<file path="config.mk">
export PLATFORM = sky130hd
export DESIGN_NAME = fft_frame_ctrl
export DESIGN_NICKNAME = d
export VERILOG_FILES = /design/src/rtl/fft_frame_ctrl.sv
export SDC_FILE = /design/constraint.sdc
export NUM_CORES = 1
export LEC_CHECK = 0
export ABC_CLOCK_PERIOD_IN_PS = 4360
export BUFFER_PORTS_ARGS = -buffer_cell sky130_fd_sc_hd__clkbuf_2
export CAP_MARGIN = 20
export CORE_MARGIN = 4
export CORE_UTILIZATION = 50
export CTS_BUF_LIST = sky130_fd_sc_hd__clkbuf_8 sky130_fd_sc_hd__clkbuf_16
export CTS_CLUSTER_DIAMETER = 120
export CTS_CLUSTER_SIZE = 14
export DETAILED_ROUTE_END_ITERATION = 12
export GPL_TIMING_DRIVEN = 0
export HOLD_SLACK_MARGIN = 0.08
export PLACE_DENSITY = 0.85
export SLEW_MARGIN = 20
export SYNTH_ARGS = -nofsm -noshare
export SYNTH_HDL_FRONTEND = slang
export SYNTH_SLANG_ARGS = --single-unit
export TNS_END_PERCENT = 1
</file>
<file path="constraint.sdc">
create_clock -name i_clk -period 4.36 [get_ports i_clk]
set_input_delay 0.218 -clock i_clk [delete_from_list [all_inputs] [get_ports i_clk]]
set_output_delay 0.218 -clock i_clk [all_outputs]
set_load 0.01 [all_outputs]
</file>
<file path="src/rtl/fft_frame_ctrl.sv">
// fft_frame_ctrl - frame sequencer wrapped around the streaming FFT core.
//
// Gates the sample stream into the core and the result stream out of it so
// that every frame is exactly N_POINTS samples in followed by exactly
// N_POINTS results out. Counts completed frames, flags the last result of
// each frame and reports busy / done / error status.
//
// Compile-time option:
//   FFT_FRAME_CTRL_WDOG_EN - adds an UNLOAD watchdog. When the core stops
//                            offering results for TIMEOUT cycles the run is
//                            dropped and the sticky o_err flag is set.
//                            Without it o_err stays 0 and UNLOAD waits forever.

module fft_frame_ctrl #(
  parameter int N_POINTS = 256,
  parameter int DATA_W   = 32,
  parameter int TIMEOUT  = 4096
) (
  input  logic              i_clk,
  input  logic              i_rst,
  input  logic              i_start,
  input  logic              i_abort,
  input  logic [15:0]       i_num_frames,
  // upstream sample stream
  input  logic              i_src_valid,
  input  logic [DATA_W-1:0] i_src_data,
  output logic              o_src_ready,
  // samples into the FFT core
  output logic              o_fft_valid,
  output logic [DATA_W-1:0] o_fft_data,
  input  logic              i_fft_ready,
  // results out of the FFT core
  input  logic              i_fft_valid,
  input  logic [DATA_W-1:0] i_fft_data,
  output logic              o_fft_ready,
  // downstream result stream
  output logic              o_dst_valid,
  output logic [DATA_W-1:0] o_dst_data,
  output logic              o_dst_last,
  input  logic              i_dst_ready,
  // status
  output logic              o_busy,
  output logic              o_done,
  output logic [15:0]       o_frame_cnt,
  output logic              o_err
);

  localparam int CNT_W = (N_POINTS > 1) ? $clog2(N_POINTS) : 1;
  localparam logic [CNT_W-1:0] CNT_ZERO = CNT_W'(0);
  localparam logic [CNT_W-1:0] CNT_ONE  = CNT_W'(1);
  localparam logic [CNT_W-1:0] CNT_LAST = CNT_W'(N_POINTS - 1);

  typedef enum logic [1:0] {
    S_IDLE   = 2'd0,
    S_LOAD   = 2'd1,
    S_UNLOAD = 2'd2
  } state_t;

  state_t            r_state;
  state_t            w_state_nxt;
  logic [CNT_W-1:0]  r_in_cnt;
  logic [CNT_W-1:0]  w_in_cnt_nxt;
  logic [CNT_W-1:0]  r_out_cnt;
  logic [CNT_W-1:0]  w_out_cnt_nxt;
  logic [15:0]       r_frame_cnt;
  logic [15:0]       w_frame_cnt_nxt;
  logic [15:0]       w_frame_inc;
  logic [15:0]       r_num_frames;
  logic [15:0]       w_num_frames_nxt;
  logic              r_done;
  logic              w_done_nxt;
  logic              r_err;
  logic              w_err_nxt;
  logic              r_busy;
  logic              w_src_hs;
  logic              w_dst_hs;
  logic              w_wdog_trip;

  // A handshake only counts while the matching phase owns the stream.
  assign w_src_hs    = (r_state == S_LOAD)   & i_src_valid & i_fft_ready;
  assign w_dst_hs    = (r_state == S_UNLOAD) & i_fft_valid & i_dst_ready;
  assign w_frame_inc = r_frame_cnt + 16'd1;

`ifdef FFT_FRAME_CTRL_WDOG_EN
  localparam int WDOG_W = $clog2(TIMEOUT + 1);
  localparam logic [WDOG_W-1:0] WDOG_ZERO = WDOG_W'(0);
  localparam logic [WDOG_W-1:0] WDOG_ONE  = WDOG_W'(1);
  localparam logic [WDOG_W-1:0] WDOG_LAST = WDOG_W'(TIMEOUT - 1);

  logic [WDOG_W-1:0] r_wdog;
  logic [WDOG_W-1:0] w_wdog_nxt;

  // Watchdog: counts UNLOAD cycles with no result offered; back-pressure from the sink is not the core's fault.
  always_comb begin
    w_wdog_nxt  = r_wdog;
    w_wdog_trip = 1'b0;
    if ((r_state != S_UNLOAD) || i_abort) begin
      w_wdog_nxt = WDOG_ZERO;
    end else if (w_dst_hs) begin
      w_wdog_nxt = WDOG_ZERO;
    end else if (!i_fft_valid) begin
      if (r_wdog == WDOG_LAST) begin
        w_wdog_trip = 1'b1;
        w_wdog_nxt  = WDOG_ZERO;
      end else begin
        w_wdog_nxt  = r_wdog + WDOG_ONE;
      end
    end else begin
      w_wdog_nxt = r_wdog;
    end
  end

  // Watchdog counter register.
  always_ff @(posedge i_clk or posedge i_rst) begin
    if (i_rst) begin
      r_wdog <= WDOG_ZERO;
    end else begin
      r_wdog <= w_wdog_nxt;
    end
  end
`else
  logic [31:0] w_unused_timeout;
  assign w_unused_timeout = TIMEOUT;
  assign w_wdog_trip      = 1'b0;
`endif

  // Stream gating: pass valid/ready/data straight through for the active phase only.
  always_comb begin
    o_src_ready = 1'b0;
    o_fft_valid = 1'b0;
    o_fft_ready = 1'b0;
    o_dst_valid = 1'b0;
    o_dst_last  = 1'b0;
    o_fft_data  = i_src_data;
    o_dst_data  = i_fft_data;
    case (r_state)
      S_IDLE: begin
        o_src_ready = 1'b0;
        o_dst_valid = 1'b0;
      end
      S_LOAD: begin
        o_fft_valid = i_src_valid;
        o_src_ready = i_fft_ready;
      end
      S_UNLOAD: begin
        o_dst_valid = i_fft_valid;
        o_fft_ready = i_dst_ready;
        o_dst_last  = i_fft_valid & (r_out_cnt == CNT_LAST);
      end
      default: begin
        o_src_ready = 1'b0;
        o_dst_valid = 1'b0;
      end
    endcase
  end

  // Next-state and counter update; abort overrides every other transition.
  always_comb begin
    w_state_nxt      = r_state;
    w_in_cnt_nxt     = r_in_cnt;
    w_out_cnt_nxt    = r_out_cnt;
    w_frame_cnt_nxt  = r_frame_cnt;
    w_num_frames_nxt = r_num_frames;
    w_done_nxt       = 1'b0;
    w_err_nxt        = r_err;
    if (i_abort) begin
      // frame count and error flag are kept so software can see how far the run got
      w_state_nxt   = S_IDLE;
      w_in_cnt_nxt  = CNT_ZERO;
      w_out_cnt_nxt = CNT_ZERO;
    end else begin
      case (r_state)
        S_IDLE: begin
          if (i_start) begin
            w_state_nxt      = S_LOAD;
            w_in_cnt_nxt     = CNT_ZERO;
            w_out_cnt_nxt    = CNT_ZERO;
            w_frame_cnt_nxt  = 16'd0;
            w_err_nxt        = 1'b0;
            w_num_frames_nxt = i_num_frames;
          end else begin
            w_state_nxt = S_IDLE;
          end
        end
        S_LOAD: begin
          if (w_src_hs) begin
            if (r_in_cnt == CNT_LAST) begin
              w_in_cnt_nxt = CNT_ZERO;
              w_state_nxt  = S_UNLOAD;
            end else begin
              w_in_cnt_nxt = r_in_cnt + CNT_ONE;
            end
          end else begin
            w_state_nxt = S_LOAD;
          end
        end
        S_UNLOAD: begin
          if (w_dst_hs) begin
            if (r_out_cnt == CNT_LAST) begin
              w_out_cnt_nxt   = CNT_ZERO;
              w_frame_cnt_nxt = w_frame_inc;
              // a zero frame limit means continuous mode: never stop by count
              if ((r_num_frames != 16'd0) && (w_frame_inc == r_num_frames)) begin
                w_state_nxt = S_IDLE;
                w_done_nxt  = 1'b1;
              end else begin
                w_state_nxt = S_LOAD;
              end
            end else begin
              w_out_cnt_nxt = r_out_cnt + CNT_ONE;
            end
          end else if (w_wdog_trip) begin
            w_state_nxt   = S_IDLE;
            w_out_cnt_nxt = CNT_ZERO;
            w_err_nxt     = 1'b1;
          end else begin
            w_state_nxt = S_UNLOAD;
          end
        end
        default: begin
          w_state_nxt   = S_IDLE;
          w_in_cnt_nxt  = CNT_ZERO;
          w_out_cnt_nxt = CNT_ZERO;
        end
      endcase
    end
  end

  // FSM state register.
  always_ff @(posedge i_clk or posedge i_rst) begin
    if (i_rst) begin
      r_state <= S_IDLE;
    end else begin
      r_state <= w_state_nxt;
    end
  end

  // Sample/result counters, frame bookkeeping and registered status flags.
  always_ff @(posedge i_clk or posedge i_rst) begin
    if (i_rst) begin
      r_in_cnt     <= CNT_ZERO;
      r_out_cnt    <= CNT_ZERO;
      r_frame_cnt  <= 16'd0;
      r_num_frames <= 16'd0;
      r_done       <= 1'b0;
      r_err        <= 1'b0;
      r_busy       <= 1'b0;
    end else begin
      r_in_cnt     <= w_in_cnt_nxt;
      r_out_cnt    <= w_out_cnt_nxt;
      r_frame_cnt  <= w_frame_cnt_nxt;
      r_num_frames <= w_num_frames_nxt;
      r_done       <= w_done_nxt;
      r_err        <= w_err_nxt;
      r_busy       <= (w_state_nxt != S_IDLE);
    end
  end

  assign o_busy      = r_busy;
  assign o_done      = r_done;
  assign o_frame_cnt = r_frame_cnt;
  assign o_err       = r_err;

endmodule

</file>
Yosys cells after proc, flatten, opt, wreduce, memory -nomap -nowiden
Index checks and enable logic that the tools add are counted.

storage, ports and cells
  bits in registers = 52

cells by class
  add/subtract/negate cells = 3
  reductions and logical operators = 9
  multiplexer cells = 31
  bitwise gates (word level) = 6
  equal/unequal tests = 13

operator list
  operator               count
  $mux 8                 7
  $mux 16                3
  $pmux 8 s3             2
  $pmux 16 s2            1
  $add 16x1->16 const B  1
  $add 8x1->8 const B    2
  $eq 16x16->1           1
  $eq 8x8->1 const B     2
  $reduce_bool 16->1     1
  $mux 1                 12
  $mux 2                 5
  $ne 3x3->1 const B     3
  $reduce_and 3->1       3
  $ne 2x2->1 const B     4
  $pmux 2 s3             1
  $and 1x1->1            5
  $reduce_and 5->1       1
  $reduce_bool 2->1      2
  $eq 2x1->1 const B     1
  $eq 2x2->1 const B     1
  $logic_not 2->1        1
  $ne 2x1->1 const B     1
  $logic_and 1x1->1      1
  $not 1->1              1

Longest topological paths before layout
Gate-level depths: netlist of the first run.

  depth in word-level cells = 9
  mapped depth = 8
  mapped depth without buffers = 7

Worst setup path after synthesis of the first run
No wires, ideal clock.

  kind = register -> register
  start = register r_frame_cnt[0], in the netlist o_frame_cnt[0]
  end = register r_busy, in the netlist o_busy
  clock period less this slack = 2.174 ns
  setup slack = 2.186 ns
  stages on the path, launching flop included = 9
  buffers on the path = 1
  required time = 4.227 ns
  arrival = 2.041 ns
  cells stage by stage = dfrtp_1 ha_1 buf_2 and2_1 nand4_1 xnor2_1 a2bb2o_1 nor4_2 a21oi_1

between the ends
  word-level cells in the longest chain between the ends = 9

ends and longest elaborated chain
  what                    line  source
  from (decl)             65    logic [15:0] r_frame_cnt;
  from (signal assigned)  251   r_frame_cnt <= w_frame_cnt_nxt;
  $add 16x1->16           82    assign w_frame_inc = r_frame_cnt + 16'd1;
  $eq 16x16->1            203   if ((r_num_frames != 16'd0) && (w_frame_inc == r_num_frames)) begin
  $logic_and 1x1->1       203
  $mux 1                  203
  $mux 2                  199   if (r_out_cnt == CNT_LAST) begin
  $mux 2                  198   if (w_dst_hs) begin
  $pmux 2 s3              172   case (r_state)
  $mux 2                  166   if (i_abort) begin
  $reduce_bool 2->1       255   r_busy <= (w_state_nxt != S_IDLE);
  to (signal assigned)    255
  to (decl)               74    logic r_busy;

No other way between the ends.
A chain may end at the register's enable or synchronous reset.

Worst setup path in the final report of the first run
Same ends and word-level chain as after synthesis.

==> impl_table.tex, run 1 <==
\begin{tabular}{lr}
\hline
Metric & Value \\
\hline
\multicolumn{2}{l}{\textbf{Final layout}} \\
\quad FILL cells & 621 \\
\quad Leading cell type in the layout, fill and taps excluded & clkbuf\_2 \\
\quad Post-route cell area & 4510 um2 \\
\quad Layout cell share with drive strength beyond 1 & 41.8\% \\
\quad Layout area overhead & 21.3\% \\
\quad Number of inserted diodes & 0 \\
\quad End-of-flow core utilization & 62.2\% \\
\quad Most frequent cells in the layout & clkbuf\_2, buf\_4, dfrtp\_1 \\
\quad \# nets final & 623 \\
\multicolumn{2}{l}{\textbf{STA}} \\
\quad Final hold violations & 0 \\
\quad Worst slew margin relative to its limit & 46.4\% \\
\quad Smallest setup slack after layout & 1.71 ns \\
\quad Highest clock rate & 377 MHz \\
\quad Least-Margin Pin Slew & 0.798 ns \\
\quad Final hold slack & 0.116 ns \\
\quad Total count of max-transition violations in the final report & 0 \\
\quad Setup repair after global routing missed its margin & no \\
\quad Share of the cycle needed by the critical path after routing & 60.9\% \\
\quad Final-report setup violation count & 0 \\
\quad Minimum period implied by the final worst setup slack & 2.65 ns \\
\quad TNS Setup & 0 ns \\
\quad Final worst clock skew & 0.00696 ns \\
\multicolumn{2}{l}{\textbf{Power and ir drop}} \\
\quad Combinational cell fraction of total power & 23.8\% \\
\quad Clock network fraction of design power & 26.6\% \\
\quad Static leakage & 2.22 nW \\
\quad Max IR drop VDD & 0.141 mV \\
\quad Total power per unit cell area & 245 nW/um2 \\
\quad Internal Power & 0.770 mW \\
\quad Net switching power figure & 0.335 mW \\
\quad Switching Fraction & 30.3\% \\
\quad Part of the total power dissipated in sequential elements & 49.6\% \\
\multicolumn{2}{l}{\textbf{GRT}} \\
\quad GRT met1 Usage & 26.3\% \\
\quad Via count of the first global-routing pass & 3163 \\
\quad Initial antenna violation count & 0 \\
\quad Busiest layer in global routing & met2 \\
\quad Global-route wire length before repair & 14.8 mm \\
\quad Global-route total usage across every layer & 20.7\% \\
\quad Gr ovfl total & 0 \\
\quad Met2 GRT Util & 36.4\% \\
\quad Met3 Use GR & 3.45\% \\
\quad Pin count of the biggest net entering global routing & 37 \\
\multicolumn{2}{l}{\textbf{Clocking}} \\
\quad Post CTS Setup Buffer Count & 0 \\
\quad Sinks on Clock Net & 52 \\
\quad TritonCTS clock tree & built \\
\quad CTS max path bufs & 2 \\
\quad Clk Tree Root Cell & clkbuf\_8 \\
\quad Source-to-sink clock delay at the later pin of the worst-skew pair & 0.31 ns \\
\quad H-tree Lvls & 2 \\
\quad Post-CTS clock slew at the launch and capture registers of the worst setup and hold paths & 0.10 ns \\
\quad CTS Buf Count & 5 \\
\quad Hold bufs inserted after CTS & 1 \\
\quad CTS resizes & 0 \\
\multicolumn{2}{l}{\textbf{Route}} \\
\quad Via total after detailed routing & 3471 \\
\quad Post-DRT Antenna Nets & 0 \\
\quad Violation count after the first detailed-routing iteration & 243 \\
\quad Drt drc & 0 \\
\quad Avg WL per Cell & 14.9 um \\
\quad Mean number of vias per cell & 5.49 \\
\quad Final Routed Wirelength & 9.41 mm \\
\quad Length of the first detailed-routing pass in iterations & 5 \\
\multicolumn{2}{l}{\textbf{Floorplan}} \\
\quad Height of the die & 94.2 um \\
\quad Area enclosed by the die boundary & 8880 um2 \\
\quad Die Wd & 94.2 um \\
\quad Ports & 176 \\
\quad Placeable core region & 7250 um2 \\
\quad Initial Util & 51.3\% \\
\quad Site row count & 31 \\
\multicolumn{2}{l}{\textbf{Worst setup path}} \\
\quad Largest delay share family, worst path & simple AND/OR/NAND/NOR gates \\
\quad Class of the most critical setup path & reg2reg \\
\quad Data arrival time of the critical path & 2.84 ns \\
\quad Count of buffer and inverter cells on the critical path & 1 \\
\quad Kind of capture point of the worst setup path & register \\
\quad CP required & 4.55 ns \\
\quad Critical path fanouts, max & 8 \\
\quad Slowest cell on crit path & dfrtp\_1 \\
\quad Crit-path cells & ha\_1, buf\_2, and2\_1, nand4\_1, xnor2\_1, a2bb2o\_1, nor4\_2, a21oi\_1 \\
\quad Worst setup SP type & register \\
\quad Peak per-stage delay on the critical path & 0.52 ns \\
\multicolumn{2}{l}{\textbf{Job}} \\
\quad \# Max-Cap Violations & 0 \\
\multicolumn{2}{l}{\textbf{Logic synthesis}} \\
\quad Largest family of logic cells by synthesized area & simple AND/OR/NAND/NOR gates \\
\quad Area share of fa/ha/maj cells after synthesis & 1.01\% \\
\quad Count of warnings emitted by yosys & 0 \\
\quad Mux cell area share after synthesis & 5.35\% \\
\quad Area fraction in and, or, nand and nor cells after synthesis & 19.8\% \\
\quad Seq cells post-synth & 52 \\
\quad Number of enable flip-flop cells after synthesis & 0 \\
\quad Netlist Area Pre-Place & 3720 um2 \\
\quad Async set-reset flop share out of synthesis & 100\% \\
\quad Proportion of synthesized chip area in sequential cells & 35.0\% \\
\quad Post-synthesis cell count & 414 \\
\quad Commonest register cell after synthesis & dfrtp\_1 \\
\quad Post-synth net total & 505 \\
\quad Xor/xnor share of the synthesized area & 6.12\% \\
\quad Share of the synthesized area in compound gates (AO/OA/AOI/OAI) & 16.3\% \\
\quad Distinct cell type count after synthesis & 60 \\
\quad Post-synthesis area per instance & 8.98 um2 \\
\multicolumn{2}{l}{\textbf{Placed design}} \\
\quad Half-perimeter wire length of the detailed placement result & 7.39 mm \\
\quad Post-placement cell area & 4410 um2 \\
\quad Worst slack, placed & 1.83 ns \\
\quad Placer's final routability congestion estimate & 0.946 \\
\quad Total of buffers placed on input and output ports & 109 \\
\multicolumn{2}{l}{\textbf{Hold path}} \\
\quad Hold Path Class & in2reg \\
\multicolumn{2}{l}{\textbf{Status}} \\
\quad Run status & completed \\
\hline
\end{tabular}
[cell families after synthesis]
| logic type | count (synthesis) |
|---|---|
| AO/OA/AOI/OAI | 94 |
| XOR/XNOR | 26 |
| adder cells (fa/ha/maj) | 3 |
| buffers and inverters | 90 |
| flip-flops | 52 |
| multiplexers | 18 |
| other | 1 |
| AND/OR/NAND/NOR | 130 |
[power groups by stage]
stage	registers (mW)	logic, mW	clock network (mW)
2_1_floorplan	0.546	0.189	0
3_3_place_gp	0.555	0.250	0
3_5_place_dp	0.557	0.261	0
4_1_cts	0.548	0.262	0.303
5_1_grt	0.552	0.289	0.319
6_report	0.548	0.262	0.294
[worst register-to-register path, delay by kind of cell (launching register included)]
| kind | cells | cell delay [ns] |
|---|---|---|
| simple gates | 3 | 0.98 |
| flops | 1 | 0.52 |
| compound gates | 2 | 0.44 |
| xor+xnor | 1 | 0.22 |
| fa+ha+maj | 1 | 0.19 |
| buf+inv | 1 | 0.18 |
[per-stage QoR]
step,total power [mW],instances
floorplan,0.736,414
CTS,1.11,632
detailed placement,0.817,623
finish,1.10,632
global route,1.16,632
global placement,0.805,622
[final cells by class]
type                       instances  area, um2  share of cell area [%]
buffer                            84        584                    13.0
clock buffer                       5       68.8                    1.53
clock inverter                     3       25.0                   0.555
inverter                           6       22.5                   0.499
multi-input combinational        272       1810                    40.1
sequential                        52       1300                    28.8
tap                               99        124                    2.75
timing repair buffer             111        576                    12.8
[sequential cells by signal, indices dropped and copies added, names as in the netlist]
name	cells
o_done	1
r_state	2
r_in_cnt	8
o_busy	1
r_out_cnt	8
r_num_frames	16
o_frame_cnt	16
[final timing paths]
path,startpoint,depth (start not counted),end,slack [ns]
setup / recovery,o_frame_cnt[0],8,o_busy,1.71
max in group asynchronous,i_rst,4,o_frame_cnt[2],3.44
min in group asynchronous,i_rst,3,r_state[0],0.40
hold / removal,i_num_frames[12],3,r_num_frames[12],0.12
hold reg to reg,r_out_cnt[7],1,r_out_cnt[7],0.51
setup reg to reg,o_frame_cnt[0],8,o_busy,1.71
[cell usage after synthesis, types with 5 or more instances]
library cell	number	share of area, %
nand2_1	28	2.8
inv_1	6	0.61
buf_2	7	0.94
and2_1	5	0.84
nand3_1	12	1.6
nor3_1	7	0.94
o21ai_0	38	5.1
mux2_2	15	4.5
clkbuf_1	8	0.81
nand4_1	7	1.2
a21oi_1	15	2.0
nor4_1	6	1.0
o31ai_1	10	2.0
nor2_1	30	3.0
xor2_1	8	1.9
o41ai_1	5	1.2
and3_1	10	1.7
dfrtp_1	52	35
xnor2_1	18	4.2
buf_4	67	14
[routing by layer]
metal / part of all wire [%] / wire length [um]
met1: 39 / 3690
met5: 0 / 0
met2: 51 / 4800
met4: 1.4 / 131
met3: 8.5 / 796
No activity file was read; power rests on OpenSTA's default activity.
==> run 2, diff against run 1 <==
--- a/config.mk
+++ b/config.mk
@@ -5,18 +5,18 @@
 export SDC_FILE = /design/constraint.sdc
 export NUM_CORES = 1
 export LEC_CHECK = 0
-export ABC_CLOCK_PERIOD_IN_PS = 4360
+export ABC_CLOCK_PERIOD_IN_PS = 2200
 export BUFFER_PORTS_ARGS = -buffer_cell sky130_fd_sc_hd__clkbuf_2
 export CAP_MARGIN = 20
 export CORE_MARGIN = 4
-export CORE_UTILIZATION = 50
+export CORE_UTILIZATION = 43
 export CTS_BUF_LIST = sky130_fd_sc_hd__clkbuf_8 sky130_fd_sc_hd__clkbuf_16
 export CTS_CLUSTER_DIAMETER = 120
 export CTS_CLUSTER_SIZE = 14
 export DETAILED_ROUTE_END_ITERATION = 12
 export GPL_TIMING_DRIVEN = 0
 export HOLD_SLACK_MARGIN = 0.08
-export PLACE_DENSITY = 0.85
+export PLACE_DENSITY = 0.78
 export SLEW_MARGIN = 20
 export SYNTH_ARGS = -nofsm -noshare
 export SYNTH_HDL_FRONTEND = slang
==> constraint.sdc (replaced) <==
create_clock -name i_clk -period 2.2 [get_ports i_clk]
set_input_delay 0.11 -clock i_clk [delete_from_list [all_inputs] [get_ports i_clk]]
set_output_delay 0.11 -clock i_clk [all_outputs]
set_load 0.01 [all_outputs]
==> impl_table.tex, run 2 (synthesis results as in run 1) <==
\begin{tabular}{lr}
\hline
Metric & Value \\
\hline
\multicolumn{2}{l}{\textbf{Route}} \\
\quad Final Routed Wirelength & 10.2 mm (+7.9\%) \\
\quad Mean number of vias per cell & 5.36 (-2.4\%) \\
\quad Post-DRT Antenna Nets & 0 (unchanged) \\
\quad Length of the first detailed-routing pass in iterations & 5 (unchanged) \\
\quad Via total after detailed routing & 3591 (+3.5\%) \\
\quad Drt drc & 0 (unchanged) \\
\quad Violation count after the first detailed-routing iteration & 170 (-30\%) \\
\quad Avg WL per Cell & 15.2 um (+1.8\%) \\
\multicolumn{2}{l}{\textbf{Power and ir drop}} \\
\quad Internal Power & 1.89 mW (+150\%) \\
\quad Clock network fraction of design power & 35.2\% (+8.6 points) \\
\quad Net switching power figure & 0.657 mW (+96\%) \\
\quad Static leakage & 2.43 nW (+9.4\%) \\
\quad Max IR drop VDD & 0.289 mV (+100\%) \\
\quad Total power per unit cell area & 507 nW/um2 (+110\%) \\
\quad Switching Fraction & 25.8\% (-4.5 points) \\
\quad Part of the total power dissipated in sequential elements & 42.8\% (-6.8 points) \\
\quad Design Power & 2.54 mW (+130\%) \\
\quad Combinational cell fraction of total power & 22.0\% (-1.8 points) \\
\multicolumn{2}{l}{\textbf{Final layout}} \\
\quad Number of inserted diodes & 0 (unchanged) \\
\quad FILL cells & 737 (+19\%) \\
\quad Layout cell share with drive strength beyond 1 & 45.1\% (+3.3 points) \\
\quad Most frequent cells in the layout & clkbuf\_2, buf\_4, dfrtp\_1 \\
\quad \# nets final & 655 (+5.1\%) \\
\quad Leading cell type in the layout, fill and taps excluded & clkbuf\_2 \\
\quad End-of-flow core utilization & 60.5\% (-1.7 points) \\
\quad Cell Count, Final, Fillers Out & 670 (+6.0\%) \\
\quad Post-route cell area & 5020 um2 (+11\%) \\
\quad Layout area overhead & 35.0\% \\
\quad FF/Latch Area & 1310 um2 (+0.48\%) \\
\quad Combined area of the multi-input logic cells & 1920 um2 (+5.9\%) \\
\multicolumn{2}{l}{\textbf{Placed design}} \\
\quad Number of placed instances, taps included & 629 (+0.96\%) \\
\quad Placer's final routability congestion estimate & 0.906 (-4.2\%) \\
\quad Worst slack, placed & -0.268 ns (-2.09 ns) \\
\quad Total of buffers placed on input and output ports & 109 (unchanged) \\
\quad Half-perimeter wire length of the detailed placement result & 7.89 mm (+6.8\%) \\
\quad Post-placement cell area & 4420 um2 (+0.17\%) \\
\multicolumn{2}{l}{\textbf{GRT}} \\
\quad Global-route wire length before repair & 15.9 mm (+7.1\%) \\
\quad Initial antenna violation count & 0 (unchanged) \\
\quad Via count of the first global-routing pass & 3404 (+7.6\%) \\
\quad Pin count of the biggest net entering global routing & 34 (-8.1\%) \\
\quad Global-route total usage across every layer & 19.0\% (-1.7 points) \\
\quad Gr ovfl total & 0 (unchanged) \\
\multicolumn{2}{l}{\textbf{Floorplan}} \\
\quad Site row count & 33 (+6.5\%) \\
\quad Die Wd & 101 um (+7.2\%) \\
\quad Placeable core region & 8300 um2 (+14\%) \\
\quad Ports & 176 (unchanged) \\
\quad Area enclosed by the die boundary & 10200 um2 (+15\%) \\
\quad Initial Util & 44.8\% (-6.5 points) \\
\quad Height of the die & 101 um (+7.2\%) \\
\multicolumn{2}{l}{\textbf{Worst setup path}} \\
\quad Critical path fanouts, max & 8 (unchanged) \\
\quad Startpoint of the lowest-slack register-to-register path & o\_frame\_cnt[1] \\
\quad Class of the most critical setup path & reg2reg \\
\quad Worst setup SP type & register \\
\quad CP required & 2.39 ns (-2.16 ns) \\
\quad Data arrival time of the critical path & 2.43 ns (-0.41 ns) \\
\quad Kind of capture point of the worst setup path & register \\
\quad Worst setup path startpoint & o\_frame\_cnt[1] \\
\multicolumn{2}{l}{\textbf{STA}} \\
\quad Final hold violations & 0 (unchanged) \\
\quad Total count of max-transition violations in the final report & 0 (unchanged) \\
\quad Minimum period implied by the final worst setup slack & 2.24 ns (-0.416 ns) \\
\quad Final worst clock skew & 0.00938 ns (+0.00243 ns) \\
\quad Final-report setup violation count & 1 (+1) \\
\quad Highest clock rate & 447 MHz (+19\%) \\
\quad Share of the cycle needed by the critical path after routing & 102\% (+41 points) \\
\quad Setup repair after global routing missed its margin & yes \\
\quad Smallest setup slack after layout & -0.0384 ns (-1.74 ns) \\
\multicolumn{2}{l}{\textbf{Clocking}} \\
\quad H-tree Lvls & 2 (unchanged) \\
\quad Source-to-sink clock delay at the later pin of the worst-skew pair & 0.31 ns (about the same) \\
\quad Post-CTS clock slew at the launch and capture registers of the worst setup and hold paths & 0.10 ns (about the same) \\
\quad CTS max path bufs & 2 (unchanged) \\
\quad Clk Tree Root Cell & clkbuf\_8 \\
\quad CTS Buf Count & 5 (unchanged) \\
\quad Sinks on Clock Net & 52 (unchanged) \\
\quad TritonCTS clock tree & built \\
\multicolumn{2}{l}{\textbf{Status}} \\
\quad Run status & finished with violations \\
\quad Violations in the final reports & negative setup slack \\
\multicolumn{2}{l}{\textbf{Hold path}} \\
\quad Hold Path Class & in2reg \\
\quad Start point of the worst hold path & i\_start \\
\multicolumn{2}{l}{\textbf{Job}} \\
\quad \# Max-Cap Violations & 0 (unchanged) \\
\hline
\end{tabular}
-- run 2: final cells by class --
class	count	share of cell area (%)
buffer	84	12.1
clock buffer	5	1.37
clock inverter	3	1.79
inverter	6	0.449
multi-input combinational	272	38.2
sequential	52	26.0
tap	105	2.62
timing repair buffer	143	17.4
-- run 2: worst max-delay path, stage by stage (launching register included) --
cell and delay [ns]:
dfrtp_1 0.40, ha_4 0.14, buf_6 0.12, and2_4 0.17, nand4_1 0.22, xnor2_2 0.24
a2111oi_4 0.31, nand4b_1 0.16, nor4_2 0.37
-- run 2: metal layers --
layer  GRT usage [%]  wire (um)
met5               0          0
met4            5.42        154
met3            3.11        846
met2            33.7       5140
met1            23.7       4010
-- run 2: final timing paths --
kind / slack (ns) / cells past startpoint / to
min reg2reg: 0.52 / 1 / r_out_cnt[7]
max: -0.04 / 8 / o_done
max reg2reg: -0.04 / 8 / o_done
min: 0.14 / 3 / r_state[0]
max in group asynchronous: 1.33 / 4 / o_frame_cnt[12]
min in group asynchronous: 0.33 / 3 / r_num_frames[0]
-- run 2: metrics by stage --
| stage | hold WS, ns | TNS [ns] |
|---|---|---|
| after floorplan | 0.227 | 0 |
| after global placement | 0.346 | -1.70 |
| after detailed placement | 0.125 | -2.56 |
| after CTS | 0.116 | 0 |
| after global routing | 0.136 | -0.424 |
| final | 0.141 | -0.0384 |
-- run 2: power by group through the flow --
| stage | logic, mW | registers [mW] | clock network (mW) |
|---|---|---|---|
| final | 0.561 | 1.09 | 0.895 |
| after global routing | 0.611 | 1.10 | 0.952 |
| after CTS | 0.554 | 1.09 | 0.913 |
| after detailed placement | 0.520 | 1.10 | 0 |
| after global placement | 0.501 | 1.10 | 0 |
| after floorplan | 0.375 | 1.08 | 0 |
-- run 2: timing repair --
action	in CTS	in global routing
resized for setup	12	28
hold buffers	20	0
endpoints found under the hold margin	37	0
endpoints found under the setup margin	17	23
pin swaps	3	9
buffers inserted	3	10
==> run 3, diff against run 2 <==
==> constraint.sdc (replaced) <==
create_clock -name i_clk -period 2.2 [get_ports i_clk]
set_input_delay 0.44 -clock i_clk [delete_from_list [all_inputs] [get_ports i_clk]]
set_output_delay 0.44 -clock i_clk [all_outputs]
set_load 0.01 [all_outputs]
==> impl_table.tex, run 3 (synthesis results as in run 1) <==
\begin{tabular}{lr}
\hline
Metric & Value \\
\hline
\multicolumn{2}{l}{\textbf{STA}} \\
\quad TNS Setup & 0 ns (+0.0384 ns) \\
\quad Share of the cycle needed by the critical path after routing & 99.6\% (-2.2 points) \\
\quad Setup repair after global routing missed its margin & yes \\
\quad Total count of max-transition violations in the final report & 0 (unchanged) \\
\quad Final-report setup violation count & 0 (-1) \\
\quad Final hold violations & 0 (unchanged) \\
\quad Final worst clock skew & 0.00894 ns (-0.000445 ns) \\
\quad Highest clock rate & 456 MHz (+2.2\%) \\
\quad Final hold slack & 0.0987 ns (-0.0418 ns) \\
\quad Minimum period implied by the final worst setup slack & 2.19 ns (-0.0475 ns) \\
\multicolumn{2}{l}{\textbf{GRT}} \\
\quad Met3 Use GR & 3.32\% (+0.21 points) \\
\quad GRT met1 Usage & 22.8\% (-0.91 points) \\
\quad Met2 GRT Util & 33.2\% (-0.56 points) \\
\quad Busiest layer in global routing & met2 \\
\quad Pin count of the biggest net entering global routing & 34 (unchanged) \\
\quad Global-route total usage across every layer & 18.5\% (-0.54 points) \\
\quad Initial antenna violation count & 0 (unchanged) \\
\quad Via count of the first global-routing pass & 3348 (-1.6\%) \\
\quad Global-route wire length before repair & 15.5 mm (-2.7\%) \\
\quad Gr ovfl total & 0 (unchanged) \\
\multicolumn{2}{l}{\textbf{Floorplan}} \\
\quad Ports & 176 (unchanged) \\
\quad Site row count & 33 (unchanged) \\
\quad Height of the die & 101 um (unchanged) \\
\quad Placeable core region & 8300 um2 (unchanged) \\
\quad Initial Util & 44.8\% (unchanged) \\
\quad Area enclosed by the die boundary & 10200 um2 (unchanged) \\
\quad Die Wd & 101 um (unchanged) \\
\multicolumn{2}{l}{\textbf{Worst setup path}} \\
\quad Cell with the most instances on the worst path & buf\_6 \\
\quad Worst setup path startpoint & o\_frame\_cnt[4] \\
\quad Crit path to & o\_done \\
\quad Worst setup SP type & register \\
\quad Setup slack on the worst flop-to-flop path & 0.009 ns (+0.05 ns) \\
\quad Data arrival time of the critical path & 2.40 ns (-0.03 ns) \\
\quad WP depth & 8 (unchanged) \\
\quad Largest delay share family, worst path & simple AND/OR/NAND/NOR gates \\
\quad Startpoint of the lowest-slack register-to-register path & o\_frame\_cnt[4] \\
\quad Class of the most critical setup path & reg2reg \\
\quad Slowest cell on crit path & dfrtp\_1 \\
\quad Destination of the worst register-to-register timing path & o\_done \\
\quad Depth of the worst register-to-register path & 8 (unchanged) \\
\quad Critical path fanouts, max & 7 (-1) \\
\quad Count of buffer and inverter cells on the critical path & 2 (+1) \\
\quad Peak per-stage delay on the critical path & 0.37 ns (-0.03 ns) \\
\quad CP required & 2.40 ns (about the same) \\
\quad Kind of capture point of the worst setup path & register \\
\quad Crit-path cells & buf\_6, and4\_4, buf\_6, nand4\_1, xnor2\_2, a2111oi\_4, nand4b\_1, nor4\_2 \\
\multicolumn{2}{l}{\textbf{Final layout}} \\
\quad Layout area overhead & 28.2\% \\
\quad Number of inserted diodes & 0 (unchanged) \\
\quad Most frequent cells in the layout & clkbuf\_2, buf\_4, dfrtp\_1 \\
\quad Cell Count, Final, Fillers Out & 647 (-3.4\%) \\
\quad \# nets final & 632 (-3.5\%) \\
\quad Leading cell type in the layout, fill and taps excluded & clkbuf\_2 \\
\quad FILL cells & 766 (+3.9\%) \\
\quad Layout cell share with drive strength beyond 1 & 46.1\% (+0.99 points) \\
\quad Post-route cell area & 4770 um2 (-5.0\%) \\
\multicolumn{2}{l}{\textbf{Power and ir drop}} \\
\quad Internal Power & 1.86 mW (-1.3\%) \\
\quad Switching Fraction & 25.9\% (+0.065 points) \\
\quad Static leakage & 2.32 nW (-4.4\%) \\
\quad Max IR drop VDD & 0.288 mV (-0.25\%) \\
\quad Net switching power figure & 0.650 mW (-0.94\%) \\
\quad Part of the total power dissipated in sequential elements & 43.2\% (+0.4 points) \\
\quad Combinational cell fraction of total power & 21.1\% (-0.9 points) \\
\quad Total power per unit cell area & 527 nW/um2 (+4.0\%) \\
\quad Clock network fraction of design power & 35.6\% (+0.4 points) \\
\multicolumn{2}{l}{\textbf{Clocking}} \\
\quad Sinks on Clock Net & 52 (unchanged) \\
\quad Clk Tree Root Cell & clkbuf\_8 \\
\quad CTS max path bufs & 2 (unchanged) \\
\quad Post-CTS clock slew at the launch and capture registers of the worst setup and hold paths & 0.10 ns (about the same) \\
\quad Source-to-sink clock delay at the later pin of the worst-skew pair & 0.31 ns (about the same) \\
\quad TritonCTS clock tree & built \\
\quad CTS Buf Count & 5 (unchanged) \\
\quad Hold bufs inserted after CTS & 0 (-100\%) \\
\quad H-tree Lvls & 2 (unchanged) \\
\multicolumn{2}{l}{\textbf{Route}} \\
\quad Violation count after the first detailed-routing iteration & 165 (-2.9\%) \\
\quad Avg WL per Cell & 15.4 um (+1.6\%) \\
\quad Final Routed Wirelength & 9.96 mm (-1.9\%) \\
\quad Post-DRT Antenna Nets & 0 (unchanged) \\
\quad Length of the first detailed-routing pass in iterations & 6 (+1) \\
\quad Via total after detailed routing & 3474 (-3.3\%) \\
\quad Mean number of vias per cell & 5.37 (+0.18\%) \\
\quad Drt drc & 0 (unchanged) \\
\multicolumn{2}{l}{\textbf{Hold path}} \\
\quad Hold Path Class & in2async \\
\multicolumn{2}{l}{\textbf{Placed design}} \\
\quad Total of buffers placed on input and output ports & 109 (unchanged) \\
\quad Number of placed instances, taps included & 629 (unchanged) \\
\quad Post-placement cell area & 4420 um2 (unchanged) \\
\quad Half-perimeter wire length of the detailed placement result & 7.89 mm (unchanged) \\
\quad Placer's final routability congestion estimate & 0.906 (unchanged) \\
\multicolumn{2}{l}{\textbf{Job}} \\
\quad \# Max-Cap Violations & 0 (unchanged) \\
\multicolumn{2}{l}{\textbf{Status}} \\
\quad Run status & completed \\
\hline
\end{tabular}
run 3: changes by cell type in the layout (fill, tap and decap cells not counted), sizes merged:
cell,previous run,this run
dlygate4sd3,20,0
buf,89,86
run 3: how the worst min path moves through the flow:
stage | startpoint | endpoint | cells after the start
3_5_place_dp | i_rst | r_num_frames[0] | 2
4_1_cts | i_rst | r_num_frames[0] | 2
6_report | i_rst | r_num_frames[0] | 2
2_1_floorplan | r_out_cnt[7] | r_out_cnt[7] | 1
5_1_grt | i_rst | r_num_frames[0] | 2
3_3_place_gp | r_out_cnt[7] | r_out_cnt[7] | 1
run 3: timing repair:
action                                  CTS  global route
endpoints found under the hold margin     0             0
endpoints found under the setup margin   18            20
pin swaps                                 2             9
setup buffers                             3             7
gates resized for setup                  14            22
run 3: final cells by class:
cell class,instances,area [um2],share of cell area (%)
repair buffers,120,641,13.4
clock inverters,3,90.1,1.89
multi-input cells,272,1900,39.9
flip-flops and latches,52,1310,27.4
plain buffers,84,606,12.7
well taps,105,131,2.76
clock buffers,5,68.8,1.44
inverters,6,22.5,0.472
run 3: power by group through the flow:
stage / Combinational [mW] / Sequential (mW) / Clock [mW]
3_3_place_gp: 0.501 / 1.10 / 0
3_5_place_dp: 0.520 / 1.10 / 0
6_report: 0.532 / 1.09 / 0.896
2_1_floorplan: 0.375 / 1.08 / 0
5_1_grt: 0.580 / 1.09 / 0.954
4_1_cts: 0.527 / 1.09 / 0.913
run 3: layer usage:
| layer | part of all wire, % | routed length [um] |
|---|---|---|
| met4 | 1.4 | 136 |
| met1 | 40 | 3990 |
| met3 | 8.1 | 808 |
| met2 | 50 | 5030 |
| met5 | 0 | 0 |
run 3: through the flow:
step,power [mW],worst slack [ns],util (%)
floorplan,1.46,0.0263,-
global placement,1.60,-0.265,53.0
detailed placement,1.62,-0.268,53.2
CTS,2.53,-0.00356,55.9
global route,2.63,-0.102,57.5
finish,2.51,0.00916,57.5
